### src/rtl/acc_sequencer.sv
// acc_sequencer: walks every output pixel after the kij passes have filled
// pmem. Per pixel it clears the SFP, issues the 9 pmem reads with matching
// acc strobes, captures sfp_out and hands the vector downstream on a
// valid/ready handshake. Outputs are produced in raster order.
//
// Ports:
//   clk        clock
//   reset      asynchronous active-low reset
//   start      1-cycle pulse, begins a run (honoured only in IDLE)
//   CEN_pmem   pmem chip enable, active-low (low only while reading)
//   WEN_pmem   pmem write enable, active-low, tied high (read only)
//   A_pmem     pmem read address
//   acc        SFP accumulate strobe (read strobe delayed one cycle)
//   sfp_clr    SFP accumulator clear pulse
//   sfp_out    SFP accumulated result
//   out_data   captured output vector
//   out_valid  out_data valid
//   out_ready  downstream accepts out_data
//   out_idx    index of the output currently presented
//   busy       run in progress
//   done       1-cycle pulse after the last output is accepted
module acc_sequencer #(
   parameter int psum_bw = 16,
   parameter int col     = 8,
   parameter int addr_bw = 11,
   parameter int ksize   = 3,
   parameter int in_w    = 6,
   parameter int o_w     = 4,
   parameter int kstride = 36
) (
   input  logic                     clk,
   input  logic                     reset,
   input  logic                     start,
   output logic                     CEN_pmem,
   output logic                     WEN_pmem,
   output logic [addr_bw-1:0]       A_pmem,
   output logic                     acc,
   output logic                     sfp_clr,
   input  logic [col*psum_bw-1:0]   sfp_out,
   output logic [col*psum_bw-1:0]   out_data,
   output logic                     out_valid,
   input  logic                     out_ready,
   output logic [3:0]               out_idx,
   output logic                     busy,
   output logic                     done
);

   localparam int NPASS = ksize * ksize;
   localparam int NOUT  = o_w * o_w;
   localparam int KW    = $clog2(NPASS + 1);
   localparam int KJW   = (ksize > 1) ? $clog2(ksize) : 1;
   localparam int OCW   = (o_w > 1) ? $clog2(o_w) : 1;

   // Address increments: stepping kj moves one word right in the next kij
   // block; wrapping kj back to 0 also drops one input row.
   localparam logic [addr_bw-1:0] STEP_COL = addr_bw'(kstride + 1);
   localparam logic [addr_bw-1:0] STEP_ROW = addr_bw'(kstride + in_w - ksize + 1);
   localparam logic [addr_bw-1:0] PIX_COL  = addr_bw'(1);
   localparam logic [addr_bw-1:0] PIX_ROW  = addr_bw'(in_w - o_w + 1);

   typedef enum logic [2:0] {
      S_IDLE, S_CLR, S_RD, S_DRAIN, S_SETTLE, S_OUT, S_FIN
   } state_t;

   state_t                   r_state, w_next;
   logic [KW-1:0]            r_kij;
   logic [KJW-1:0]           r_kj;
   logic [OCW-1:0]           r_oc;
   logic [3:0]               r_idx;
   logic [addr_bw-1:0]       r_pix_base;
   logic [addr_bw-1:0]       r_addr;
   logic                     r_acc;
   logic [col*psum_bw-1:0]   r_out_data;
   logic                     w_last_kij;
   logic                     w_last_out;

   assign w_last_kij = (r_kij == KW'(NPASS - 1));
   assign w_last_out = (r_idx == 4'(NOUT - 1));

   // State register
   always_ff @(posedge clk or negedge reset) begin
      if (!reset) r_state <= S_IDLE;
      else        r_state <= w_next;
   end

   // Next-state logic
   always_comb begin
      w_next = r_state;
      case (r_state)
         S_IDLE:   if (start) w_next = S_CLR;
         S_CLR:    w_next = S_RD;
         S_RD:     if (w_last_kij) w_next = S_DRAIN;
         S_DRAIN:  w_next = S_SETTLE;
         S_SETTLE: w_next = S_OUT;
         S_OUT:    if (out_ready) w_next = w_last_out ? S_FIN : S_CLR;
         S_FIN:    w_next = S_IDLE;
         default:  w_next = S_IDLE;
      endcase
   end

   // Output logic
   always_comb begin
      CEN_pmem  = (r_state != S_RD);
      WEN_pmem  = 1'b1;
      A_pmem    = (r_state == S_RD) ? r_addr : '0;
      sfp_clr   = (r_state == S_CLR);
      out_valid = (r_state == S_OUT);
      busy      = (r_state != S_IDLE);
      done      = (r_state == S_FIN);
      acc       = r_acc;
      out_data  = r_out_data;
      out_idx   = r_idx;
   end

   // Counters and capture. The address is built incrementally: r_pix_base
   // tracks o_r*in_w + o_c, r_addr walks the 9 kernel taps from it.
   always_ff @(posedge clk or negedge reset) begin
      if (!reset) begin
         r_kij      <= '0;
         r_kj       <= '0;
         r_oc       <= '0;
         r_idx      <= '0;
         r_pix_base <= '0;
         r_addr     <= '0;
         r_acc      <= 1'b0;
         r_out_data <= '0;
      end else begin
         r_acc <= (r_state == S_RD);
         case (r_state)
            S_IDLE: begin
               if (start) begin
                  r_idx      <= '0;
                  r_oc       <= '0;
                  r_pix_base <= '0;
               end
            end
            S_CLR: begin
               r_kij  <= '0;
               r_kj   <= '0;
               r_addr <= r_pix_base;
            end
            S_RD: begin
               r_kij <= r_kij + KW'(1);
               if (r_kj == KJW'(ksize - 1)) begin
                  r_kj   <= '0;
                  r_addr <= r_addr + STEP_ROW;
               end else begin
                  r_kj   <= r_kj + KJW'(1);
                  r_addr <= r_addr + STEP_COL;
               end
            end
            S_SETTLE: r_out_data <= sfp_out;
            S_OUT: begin
               if (out_ready && !w_last_out) begin
                  r_idx <= r_idx + 4'd1;
                  if (r_oc == OCW'(o_w - 1)) begin
                     r_oc       <= '0;
                     r_pix_base <= r_pix_base + PIX_ROW;
                  end else begin
                     r_oc       <= r_oc + OCW'(1);
                     r_pix_base <= r_pix_base + PIX_COL;
                  end
               end
            end
            S_FIN: begin
               r_idx      <= '0;
               r_oc       <= '0;
               r_pix_base <= '0;
            end
            default: ;
         endcase
      end
   end

endmodule

### config.mk
export PLATFORM = sky130hd
export DESIGN_NAME = acc_sequencer
export DESIGN_NICKNAME = d
export VERILOG_FILES = /design/src/rtl/acc_sequencer.sv
export SDC_FILE = /design/constraint.sdc
export NUM_CORES = 1
export LEC_CHECK = 0
export CAP_MARGIN = 0
export CORE_MARGIN = 2
export CORE_UTILIZATION = 44
export DETAILED_ROUTE_END_ITERATION = 10
export GPL_ROUTABILITY_DRIVEN = 0
export PLACE_DENSITY = 0.82
export SLEW_MARGIN = 20
export SYNTH_ARGS = -nofsm -noshare
export SYNTH_HDL_FRONTEND = slang
export SYNTH_SLANG_ARGS = --single-unit
### constraint.sdc
create_clock -name clk -period 2.4 [get_ports clk]
set_input_delay 0.24 -clock clk [delete_from_list [all_inputs] [get_ports clk]]
set_output_delay 0.24 -clock clk [all_outputs]
set_load 0.1 [all_outputs]
==> results of run 1 <==
==> logic make-up after synthesis <==
kind of cell	Yosys count	synth area share (%)
AOI/OAI and AO/OA	79	7.893
xor gates and xnor gates	2	0.2500
adders and majority gates	8	1.536
buffers and inverters	43	3.107
DFF	166	59.29
muxes	132	21.16
other	1	0.05352
and+or+nand+nor	79	6.715
==> worst max-delay path by stage <==
stage          startpoint             end  slack [ps]  cells after the start
3_5_place_dp      r_oc[0]  r_pix_base[10]         250                      7
3_3_place_gp      r_oc[0]  r_pix_base[10]         380                      7
2_1_floorplan  r_state[0]       A_pmem[0]           5                      6
5_1_grt        r_state[2]       A_pmem[6]          60                      4
6_report       r_state[2]       A_pmem[6]         160                      4
4_1_cts        r_state[2]       A_pmem[6]           8                      4
==> routing by layer <==
layer,track usage [%],wire length (um),vias to the layer above
li1,-,-,2403
met1,26.06,7217,2581
met2,35.57,9418,215
met3,4.346,1156,34
met4,8.729,423,0
met5,0,0,-
==> sequential cells by signal (all words and copies together), names as in the netlist, 2 cells and up <==
signal,flops
r_kj,2
out_idx,4
out_data,128
r_pix_base,11
r_oc,2
r_kij,4
r_addr,11
r_state,3
==> area by class of cell <==
| class | instances | area [um^2] | area share, % |
|---|---|---|---|
| well taps | 216 | 270.3 | 2.580 |
| clock buffers | 19 | 442.9 | 4.229 |
| diodes | 1 | 2.502 | 0.02389 |
| clock inverters | 13 | 171.4 | 1.637 |
| inverters | 13 | 50.05 | 0.4778 |
| repair buffers | 292 | 2736 | 26.13 |
| flip-flops and latches | 166 | 4156 | 39.68 |
| multi-input cells | 301 | 2644 | 25.24 |
==> cells in the final DEF, fill, tap and decap left out, types with 4 or more instances in the layout <==
master / count
sky130_fd_sc_hd__clkbuf_16: 17
sky130_fd_sc_hd__clkdlybuf4s50_1: 130
sky130_fd_sc_hd__nor2_1: 13
sky130_fd_sc_hd__inv_1: 10
sky130_fd_sc_hd__buf_4: 143
sky130_fd_sc_hd__o31ai_1: 10
sky130_fd_sc_hd__clkinv_4: 4
sky130_fd_sc_hd__buf_12: 17
sky130_fd_sc_hd__nand2b_1: 4
sky130_fd_sc_hd__ha_1: 7
sky130_fd_sc_hd__nand3_1: 8
sky130_fd_sc_hd__and2_1: 10
sky130_fd_sc_hd__nand2_1: 14
sky130_fd_sc_hd__o21ai_0: 21
sky130_fd_sc_hd__o211ai_1: 6
sky130_fd_sc_hd__a21oi_1: 13
sky130_fd_sc_hd__dfrtp_1: 164
sky130_fd_sc_hd__or4_1: 7
sky130_fd_sc_hd__mux2_2: 129
==> worst reg2reg max path, stage by stage (launching register included) <==
cell and delay (ps):
sky130_fd_sc_hd__dfrtp_1 370, sky130_fd_sc_hd__ha_1 200, sky130_fd_sc_hd__inv_1 60, sky130_fd_sc_hd__fa_1 400, sky130_fd_sc_hd__inv_1 90, sky130_fd_sc_hd__o2111ai_1 210
sky130_fd_sc_hd__or4_1 540, sky130_fd_sc_hd__a21oi_1 180
==> repair_timing <==
| item | 4_1_cts | 5_1_grt |
|---|---|---|
| gates cloned | 0 | 0 |
| endpoints found under the setup margin | 1 | 1 |
| hold buffers | 1 | 0 |
| buffers inserted | 0 | 0 |
| resized for setup | 1 | 3 |
| hold endpoints to repair | 65 | 0 |
==> stage by stage <==
| step | hold WS, ps | area [um^2] | setup WS [ps] |
|---|---|---|---|
| final | 423.3 | 10470 | 161.1 |
| after global routing | 412.5 | 10470 | 63.12 |
| after CTS | 411.0 | 10470 | 7.557 |
| after detailed placement | 299.2 | 9843 | 253.5 |
| after global placement | 283.0 | 9843 | 375.3 |
| after floorplan | -55.59 | 7008 | 5.022 |
==> impl_metrics.xml, run 1 <==
<?xml version="1.0" encoding="UTF-8"?>
<metrics>
  <group name="run_status">
    <metric name="outcome" unit="">complete, no violations</metric>
  </group>
  <group name="logic_synthesis">
    <metric name="postSynth.asyncResetShare" unit="%">100.0</metric>
    <metric name="number_of_enable_flip_flop_cells_after_synthesis" unit="">0</metric>
    <metric name="syn_inst" unit="">510</metric>
    <metric name="area_share_of_the_largest_cell_type_after_synthesis" unit="%">59.29</metric>
    <metric name="netlist_top_cells_area" unit="">sky130_fd_sc_hd__dfrtp_1 59%, sky130_fd_sc_hd__mux2_2 21%, sky130_fd_sc_hd__o21ai_0 1.5%</metric>
    <metric name="ys_warn_count" unit="">0</metric>
    <metric name="synth.largest_area_cell" unit="">sky130_fd_sc_hd__dfrtp_1</metric>
    <metric name="seq_area_frac_synth" unit="%">59.29</metric>
    <metric name="syn-cell-area" unit="um^2">7007</metric>
    <metric name="yosys-top-cells-count" unit="">166 x sky130_fd_sc_hd__dfrtp_1, 129 x sky130_fd_sc_hd__mux2_2, 21 x sky130_fd_sc_hd__o21ai_0</metric>
    <metric name="average_cell_area_after_synthesis" unit="um^2">13.74</metric>
    <metric name="synth_top_flop_cell" unit="">sky130_fd_sc_hd__dfrtp_1</metric>
    <metric name="netlist_cell_types" unit="">57</metric>
    <metric name="synth_nets" unit="">650</metric>
    <metric name="ys_seq_elements" unit="">166</metric>
    <metric name="synth_most_common_cell" unit="">sky130_fd_sc_hd__dfrtp_1</metric>
  </group>
  <group name="setup_path">
    <metric name="worst_path_dominant_cell_family" unit="">simple AND/OR/NAND/NOR gates</metric>
    <metric name="critical_path.reg2reg.endpoint" unit="">r_pix_base[10]</metric>
    <metric name="critical_path.endpoint_type" unit="">output pin</metric>
    <metric name="reg2reg_depth" unit="">7</metric>
    <metric name="critical_path.slowest_cell" unit="">sky130_fd_sc_hd__dfrtp_2</metric>
    <metric name="crit_path_max_fanout" unit="">15</metric>
    <metric name="timing_worst_setup_path_type" unit="">flop to output pin</metric>
    <metric name="cp_num_buf_inv" unit="">2</metric>
    <metric name="cp.required" unit="ps">2160</metric>
    <metric name="startpoint_type" unit="">flop</metric>
    <metric name="crit_chain" unit="">or3b_1 &gt; inv_2 &gt; and2_2 &gt; buf_12</metric>
    <metric name="worst_ep_arrival_time" unit="ps">2000</metric>
    <metric name="critical-path-max-stage-delay" unit="ps">500</metric>
    <metric name="setup.reg_to_reg.worst_slack" unit="ps">260</metric>
    <metric name="worstReg2RegStart" unit="">r_oc[0]</metric>
  </group>
  <group name="layout">
    <metric name="layout.filler_cells" unit="">1139</metric>
    <metric name="drive_above_1_share" unit="%">42.16</metric>
    <metric name="synth_to_final_area_change" unit="%">49.48</metric>
    <metric name="num-nets-final" unit="">931</metric>
    <metric name="fin_cells" unit="">1021</metric>
    <metric name="layout.core_utilization" unit="%">66.66</metric>
  </group>
  <group name="clock_tree">
    <metric name="cts_buffers" unit="">17</metric>
    <metric name="numClockSinks" unit="">166</metric>
    <metric name="cts_tree" unit="">built</metric>
    <metric name="cts.path.max_buffers" unit="">2</metric>
    <metric name="h-tree-depth" unit="">4</metric>
    <metric name="path_clk_slew" unit="ps">70</metric>
    <metric name="clk-insertion-delay-late" unit="ps">420</metric>
    <metric name="clock_tree.root_cell" unit="">sky130_fd_sc_hd__clkbuf_16</metric>
  </group>
  <group name="timing">
    <metric name="timing.clock.skew" unit="ps">7.717</metric>
    <metric name="final_setup_tns" unit="ps">0</metric>
    <metric name="slew_viol_final" unit="">0</metric>
    <metric name="finalHoldViolCount" unit="">0</metric>
    <metric name="grt_setup_unrepaired" unit="">no</metric>
    <metric name="max-slew-margin-rel" unit="%">55.91</metric>
    <metric name="worst_tran_pin_value" unit="ps">661.3</metric>
    <metric name="fmax" unit="MHz">446.6</metric>
    <metric name="final_period_minus_worst_setup_slack" unit="ps">2239</metric>
    <metric name="final_min_period_over_clock_period" unit="%">93.29</metric>
    <metric name="setup_violations" unit="">0</metric>
  </group>
  <group name="global_route">
    <metric name="grt_usage" unit="%">20.91</metric>
    <metric name="grt_antenna_before_repair" unit="">1</metric>
    <metric name="number_of_global_route_vias_before_repair" unit="">5268</metric>
    <metric name="grt_pass1_wl" unit="um">27520</metric>
    <metric name="maximum_number_of_pins_on_one_net_before_global_route_repair" unit="">75</metric>
    <metric name="global_route.overflow_total" unit="">0</metric>
  </group>
  <group name="die">
    <metric name="rows" unit="">46</metric>
    <metric name="fp.dieArea" unit="um^2">16950</metric>
    <metric name="die_span_x" unit="um">130.2</metric>
    <metric name="die_height" unit="um">130.2</metric>
    <metric name="io-pin-count" unit="">282</metric>
    <metric name="initial_utilization" unit="%">44.59</metric>
    <metric name="core_area" unit="um^2">15710</metric>
  </group>
  <group name="routing">
    <metric name="drc" unit="">0</metric>
    <metric name="via_per_inst" unit="">5.125</metric>
    <metric name="postRouteWirelength" unit="um">18220</metric>
    <metric name="num_vias" unit="">5233</metric>
    <metric name="drt-pass1-iter-count" unit="">4</metric>
    <metric name="drt_first_iter_violations" unit="">222</metric>
    <metric name="average_wire_length_per_cell_after_detail_routing" unit="um">17.84</metric>
    <metric name="drt.antenna.violating_nets" unit="">0</metric>
  </group>
  <group name="worst_hold_path">
    <metric name="hold_path_end" unit="">out_data[89]</metric>
    <metric name="hold_path.startpoint" unit="">sfp_out[89]</metric>
    <metric name="holdCritPathClass" unit="">primary input to flop</metric>
    <metric name="holdPathStages" unit="">2</metric>
  </group>
  <group name="run">
    <metric name="timing.max_cap.violations" unit="">0</metric>
  </group>
  <group name="placed_design">
    <metric name="place.port_buffers" unit="">280</metric>
    <metric name="dp.cells" unit="">987</metric>
    <metric name="post-dp-hpwl" unit="um">13560</metric>
  </group>
</metrics>
Power of run 1 is not shown: default switching activity piles up to over one toggle a cycle in this logic, so the estimate is an artifact.
==> run 2, diff against run 1 <==
PLACE_DENSITY = 0.91   (was 0.82)
==> run 2 against run 1 <==
Global-route usage is 0.28 points lower; maximum frequency is 2.5% lower; routed wire length is 2.8% lower; critical path type unchanged; first-iteration DRC count is 7.2% higher; clock skew is 0.87 ps lower; largest cell class unchanged; final area hardly changed; die area stayed put.
==> impl_metrics.xml, run 2 (synthesis results as in run 1) <==
<?xml version="1.0" encoding="UTF-8"?>
<metrics>
  <group name="timing">
    <metric name="final_setup_tns" unit="ps">0</metric>
    <metric name="worst_tran_pin_value" unit="ps">665.1</metric>
    <metric name="setup_slack" unit="ps">104.8</metric>
    <metric name="max-slew-margin-rel" unit="%">55.57</metric>
    <metric name="timing.clock.skew" unit="ps">6.847</metric>
    <metric name="final_period_minus_worst_setup_slack" unit="ps">2295</metric>
    <metric name="grt_setup_unrepaired" unit="">no</metric>
    <metric name="setup_violations" unit="">0</metric>
    <metric name="fmax" unit="MHz">435.7</metric>
    <metric name="slew_viol_final" unit="">0</metric>
    <metric name="final_min_period_over_clock_period" unit="%">95.63</metric>
    <metric name="finalHoldViolCount" unit="">0</metric>
    <metric name="worst_hold_margin" unit="ps">341.0</metric>
  </group>
  <group name="die">
    <metric name="rows" unit="">46</metric>
    <metric name="die_span_x" unit="um">130.2</metric>
    <metric name="core_area" unit="um^2">15710</metric>
    <metric name="io-pin-count" unit="">282</metric>
    <metric name="die_height" unit="um">130.2</metric>
    <metric name="fp.dieArea" unit="um^2">16950</metric>
    <metric name="initial_utilization" unit="%">44.59</metric>
  </group>
  <group name="layout">
    <metric name="synth_to_final_area_change" unit="%">49.43</metric>
    <metric name="mostFrequentLayoutCells" unit="">164 x sky130_fd_sc_hd__dfrtp_1, 145 x sky130_fd_sc_hd__buf_4, 130 x sky130_fd_sc_hd__clkdlybuf4s50_1</metric>
    <metric name="antenna_cells" unit="">0</metric>
    <metric name="num-nets-final" unit="">933</metric>
    <metric name="largest_register_ff_count" unit="">128</metric>
    <metric name="layout.filler_cells" unit="">1137</metric>
    <metric name="drive_above_1_share" unit="%">42.36</metric>
    <metric name="final_common_cell" unit="">sky130_fd_sc_hd__dfrtp_1</metric>
  </group>
  <group name="clock_tree">
    <metric name="path_clk_slew" unit="ps">70</metric>
    <metric name="postCtsSetupBuffers" unit="">0</metric>
    <metric name="cts_tree" unit="">built</metric>
    <metric name="clock_tree.root_cell" unit="">sky130_fd_sc_hd__clkbuf_16</metric>
    <metric name="clk-insertion-delay-late" unit="ps">420</metric>
    <metric name="cts.path.max_buffers" unit="">2</metric>
    <metric name="cts_buffers" unit="">17</metric>
    <metric name="h-tree-depth" unit="">4</metric>
    <metric name="numClockSinks" unit="">166</metric>
  </group>
  <group name="setup_path">
    <metric name="cp.required" unit="ps">2160</metric>
    <metric name="critical_path_cell_count" unit="">5</metric>
    <metric name="reg2reg_depth" unit="">7</metric>
    <metric name="crit_path_max_fanout" unit="">13</metric>
    <metric name="crit_chain" unit="">or3b_1 &gt; inv_2 &gt; buf_4 &gt; and2_1 &gt; buf_12</metric>
    <metric name="timing_worst_setup_path_type" unit="">flop to output pin</metric>
    <metric name="critical_path.endpoint_type" unit="">output pin</metric>
    <metric name="worst_path_dominant_cell_family" unit="">simple AND/OR/NAND/NOR gates</metric>
    <metric name="worst_ep_arrival_time" unit="ps">2060</metric>
    <metric name="critical-path-max-stage-delay" unit="ps">480</metric>
    <metric name="cp_num_buf_inv" unit="">3</metric>
    <metric name="startpoint_type" unit="">flop</metric>
    <metric name="critical_path.slowest_cell" unit="">sky130_fd_sc_hd__dfrtp_1</metric>
  </group>
  <group name="routing">
    <metric name="num_vias" unit="">5180</metric>
    <metric name="drt-pass1-iter-count" unit="">4</metric>
    <metric name="met2RoutedLength" unit="um">9044</metric>
    <metric name="via_per_inst" unit="">5.073</metric>
    <metric name="drt.antenna.violating_nets" unit="">0</metric>
    <metric name="average_wire_length_per_cell_after_detail_routing" unit="um">17.35</metric>
    <metric name="wirelength_met1" unit="um">6936</metric>
    <metric name="postRouteWirelength" unit="um">17710</metric>
    <metric name="dr_wl_met3" unit="um">1293</metric>
    <metric name="drt_first_iter_violations" unit="">238</metric>
    <metric name="drc" unit="">0</metric>
    <metric name="top_layer_reached_by_signal_wires" unit="">met4</metric>
  </group>
  <group name="global_route">
    <metric name="grt_pass1_wl" unit="um">27080</metric>
    <metric name="grt_usage" unit="%">20.63</metric>
    <metric name="maximum_number_of_pins_on_one_net_before_global_route_repair" unit="">61</metric>
    <metric name="global_route.overflow_total" unit="">0</metric>
    <metric name="grt_antenna_before_repair" unit="">0</metric>
    <metric name="number_of_global_route_vias_before_repair" unit="">5237</metric>
  </group>
  <group name="run_status">
    <metric name="outcome" unit="">complete, no violations</metric>
  </group>
  <group name="placed_design">
    <metric name="dp_slack" unit="ps">301.3</metric>
    <metric name="place.port_buffers" unit="">280</metric>
    <metric name="post-dp-hpwl" unit="um">12980</metric>
  </group>
  <group name="run">
    <metric name="timing.max_cap.violations" unit="">0</metric>
  </group>
  <group name="worst_hold_path">
    <metric name="holdCritPathClass" unit="">primary input to asynchronous set/reset pin</metric>
  </group>
</metrics>
==> run 2: cell types whose count changed in the layout (fill, tap and decap cells not counted), sizes merged <==
| cell | delta |
|---|---|
| clkinv | -4 |
| clkinvlp | +3 |
| buf | +2 |
| bufinv | -1 |
| diode | -1 |
| inv | +1 |
==> run 2: layout make-up <==
cell class	instances	area [um^2]	area share [%]
flip-flops and latches	166	4156	39.70
inverters	13	50.05	0.4780
well taps	216	270.3	2.581
repair buffers	294	2751	26.28
multi-input cells	301	2644	25.25
clock buffers	19	452.9	4.326
clock inverters	12	145.1	1.386
==> run 2: timing repair <==
action                                  4_1_cts  5_1_grt
gates resized for setup                       2        2
pin swaps                                     0        0
endpoints found under the setup margin        3        2
hold buffers                                  1        0
endpoints found under the hold margin        52        0
==> run 2: per-layer routing <==
| metal | up-vias | global-route usage (%) |
|---|---|---|
| li1 | 2424 | - |
| met1 | 2516 | 25.26 |
| met2 | 209 | 35.08 |
| met3 | 31 | 5.289 |
| met4 | 0 | 8.159 |
| met5 | - | 0 |
==> run 2: final timing paths <==
kind | startpoint | to | slack, ps
max in group asynchronous | reset | r_state[2] | 1350
min in group clk | sfp_out[4] | out_data[4] | 420
setup / recovery | r_state[0] | A_pmem[1] | 100
hold / removal | reset | out_data[2] | 340
setup reg to reg | r_oc[0] | r_pix_base[10] | 330
hold reg to reg | r_oc[0] | r_oc[0] | 490
==> run 2: stage by stage <==
stage                     area, um^2  instances  util (%)
after detailed placement        9858        989     62.74
after global routing           10470       1021     66.63
after CTS                      10470       1021     66.62
final                          10470       1021     66.63
after floorplan                 7008        510         -
after global placement          9858        989     62.74
Power of run 2 is left out for the same reason.
==> run 3, diff against run 2 <==
ABC_AREA = 0   (was unset)
CORE_MARGIN = 3   (was 2)
CORE_UTILIZATION = 25   (was 44)
PLACE_DENSITY = 0.61   (was 0.91)
==> run 3 against run 2 <==
Worst hold slack gained 2.8 ps; count of clock-buffer cells in the layout shrank 2; register-to-register slack gained 60 ps; routed wire length grew 9.1%; critical path type unchanged.
==> impl_metrics.xml, run 3 (synthesis results as in run 1) <==
<?xml version="1.0" encoding="UTF-8"?>
<metrics>
  <group name="timing">
    <metric name="setup_slack" unit="ps">95.92</metric>
    <metric name="finalHoldViolCount" unit="">0</metric>
    <metric name="worst_hold_margin" unit="ps">343.9</metric>
    <metric name="timing.clock.skew" unit="ps">21.13</metric>
    <metric name="worst_tran_pin_value" unit="ps">705.2</metric>
    <metric name="slew_viol_final" unit="">0</metric>
    <metric name="final_period_minus_worst_setup_slack" unit="ps">2304</metric>
    <metric name="setup_violations" unit="">0</metric>
    <metric name="final_min_period_over_clock_period" unit="%">96.00</metric>
    <metric name="fmax" unit="MHz">434.0</metric>
    <metric name="max-slew-margin-rel" unit="%">52.81</metric>
  </group>
  <group name="die">
    <metric name="die_height" unit="um">173.4</metric>
    <metric name="core_area" unit="um^2">27250</metric>
    <metric name="die_span_x" unit="um">173.4</metric>
    <metric name="initial_utilization" unit="%">25.71</metric>
    <metric name="fp.dieArea" unit="um^2">30070</metric>
    <metric name="io-pin-count" unit="">282</metric>
    <metric name="rows" unit="">60</metric>
  </group>
  <group name="clock_tree">
    <metric name="postCtsSetupBuffers" unit="">0</metric>
    <metric name="clock_tree.root_cell" unit="">sky130_fd_sc_hd__clkbuf_16</metric>
    <metric name="numClockSinks" unit="">166</metric>
    <metric name="cts.path.max_buffers" unit="">2</metric>
    <metric name="path_clk_slew" unit="ps">70</metric>
    <metric name="cts_tree" unit="">built</metric>
    <metric name="clk-insertion-delay-late" unit="ps">430</metric>
    <metric name="h-tree-depth" unit="">4</metric>
    <metric name="cts_buffers" unit="">17</metric>
  </group>
  <group name="placed_design">
    <metric name="dp_slack" unit="ps">310.8</metric>
    <metric name="place.port_buffers" unit="">280</metric>
    <metric name="post-dp-hpwl" unit="um">14120</metric>
  </group>
  <group name="layout">
    <metric name="mostFrequentLayoutCells" unit="">164 x sky130_fd_sc_hd__dfrtp_1, 152 x sky130_fd_sc_hd__buf_4, 130 x sky130_fd_sc_hd__clkdlybuf4s50_1</metric>
    <metric name="num-nets-final" unit="">939</metric>
    <metric name="synth_to_final_area_change" unit="%">52.82</metric>
    <metric name="drive_above_1_share" unit="%">42.73</metric>
    <metric name="largest_register_ff_count" unit="">128</metric>
    <metric name="layout.core_utilization" unit="%">39.29</metric>
    <metric name="antenna_cells" unit="">0</metric>
    <metric name="final_common_cell" unit="">sky130_fd_sc_hd__dfrtp_1</metric>
  </group>
  <group name="setup_path">
    <metric name="crit_path_max_fanout" unit="">12</metric>
    <metric name="startpoint_type" unit="">flop</metric>
    <metric name="worstReg2RegStart" unit="">r_oc[0]</metric>
    <metric name="timing_worst_setup_path_type" unit="">flop to output pin</metric>
    <metric name="worst_ep_arrival_time" unit="ps">2060</metric>
    <metric name="crit_start" unit="">r_state[2]</metric>
    <metric name="critical_path.endpoint_type" unit="">output pin</metric>
    <metric name="cp.required" unit="ps">2160</metric>
  </group>
  <group name="routing">
    <metric name="average_wire_length_per_cell_after_detail_routing" unit="um">16.32</metric>
    <metric name="via_per_inst" unit="">4.381</metric>
    <metric name="postRouteWirelength" unit="um">19330</metric>
    <metric name="drc" unit="">0</metric>
    <metric name="num_vias" unit="">5187</metric>
    <metric name="drt.antenna.violating_nets" unit="">0</metric>
    <metric name="drt-pass1-iter-count" unit="">5</metric>
    <metric name="drt_first_iter_violations" unit="">230</metric>
  </group>
  <group name="global_route">
    <metric name="grt_pass1_wl" unit="um">30840</metric>
    <metric name="maximum_number_of_pins_on_one_net_before_global_route_repair" unit="">50</metric>
    <metric name="number_of_global_route_vias_before_repair" unit="">5254</metric>
    <metric name="global_route.overflow_total" unit="">0</metric>
    <metric name="grt_usage" unit="%">12.82</metric>
    <metric name="grt_antenna_before_repair" unit="">0</metric>
  </group>
  <group name="worst_hold_path">
    <metric name="holdCritPathClass" unit="">primary input to asynchronous set/reset pin</metric>
  </group>
  <group name="run_status">
    <metric name="outcome" unit="">complete, no violations</metric>
  </group>
  <group name="run">
    <metric name="timing.max_cap.violations" unit="">0</metric>
  </group>
</metrics>
==> run 3: through the flow <==
stage	std cells	setup TNS [ps]	cell area, um^2
finish	1184	0	10710
global route	1184	-1.771	10710
CTS	1184	0	10710
detailed placement	1151	0	10090
global placement	1151	0	10090
floorplan	510	0	7008
==> run 3: repair_timing <==
action | 4_1_cts | 5_1_grt
cloned | 0 | 0
hold buffers | 1 | 0
setup endpoints to repair | 6 | 7
resized for setup | 1 | 2
pin swaps | 0 | 0
endpoints found under the hold margin | 44 | 0
==> run 3: path summary, 6_finish.rpt <==
check | slack (ps) | depth (start not counted) | to
hold / removal | 340 | 2 | out_data[94]
setup / recovery | 100 | 4 | A_pmem[6]
setup reg to reg | 390 | 7 | r_pix_base[10]
max in group asynchronous | 1350 | 3 | r_state[1]
hold reg to reg | 490 | 1 | r_oc[0]
min in group clk | 420 | 2 | out_data[78]
==> run 3: area by class of cell <==
type	count	area [um^2]
clock buffer	17	425.4
sequential	166	4156
inverter	13	50.05
fill	2643	16540
multi-input combinational	301	2643
tap	372	465.4
clock inverter	15	183.9
timing repair buffer	300	2784
==> run 3: per-layer routing <==
layer	vias to the layer above	share of wire, %	track usage, %
li1	2433	-	-
met1	2534	45	16.97
met2	203	47	20.20
met3	17	6.4	3.876
met4	0	1.6	3.986
met5	-	0	0
==> run 3: critical path: stages (launching register included) <==
cell                      delay, ps
sky130_fd_sc_hd__dfrtp_2        500
sky130_fd_sc_hd__or3b_1         410
sky130_fd_sc_hd__inv_2          170
sky130_fd_sc_hd__and2_1         350
sky130_fd_sc_hd__buf_12         220
Power of run 3 is left out for the same reason.
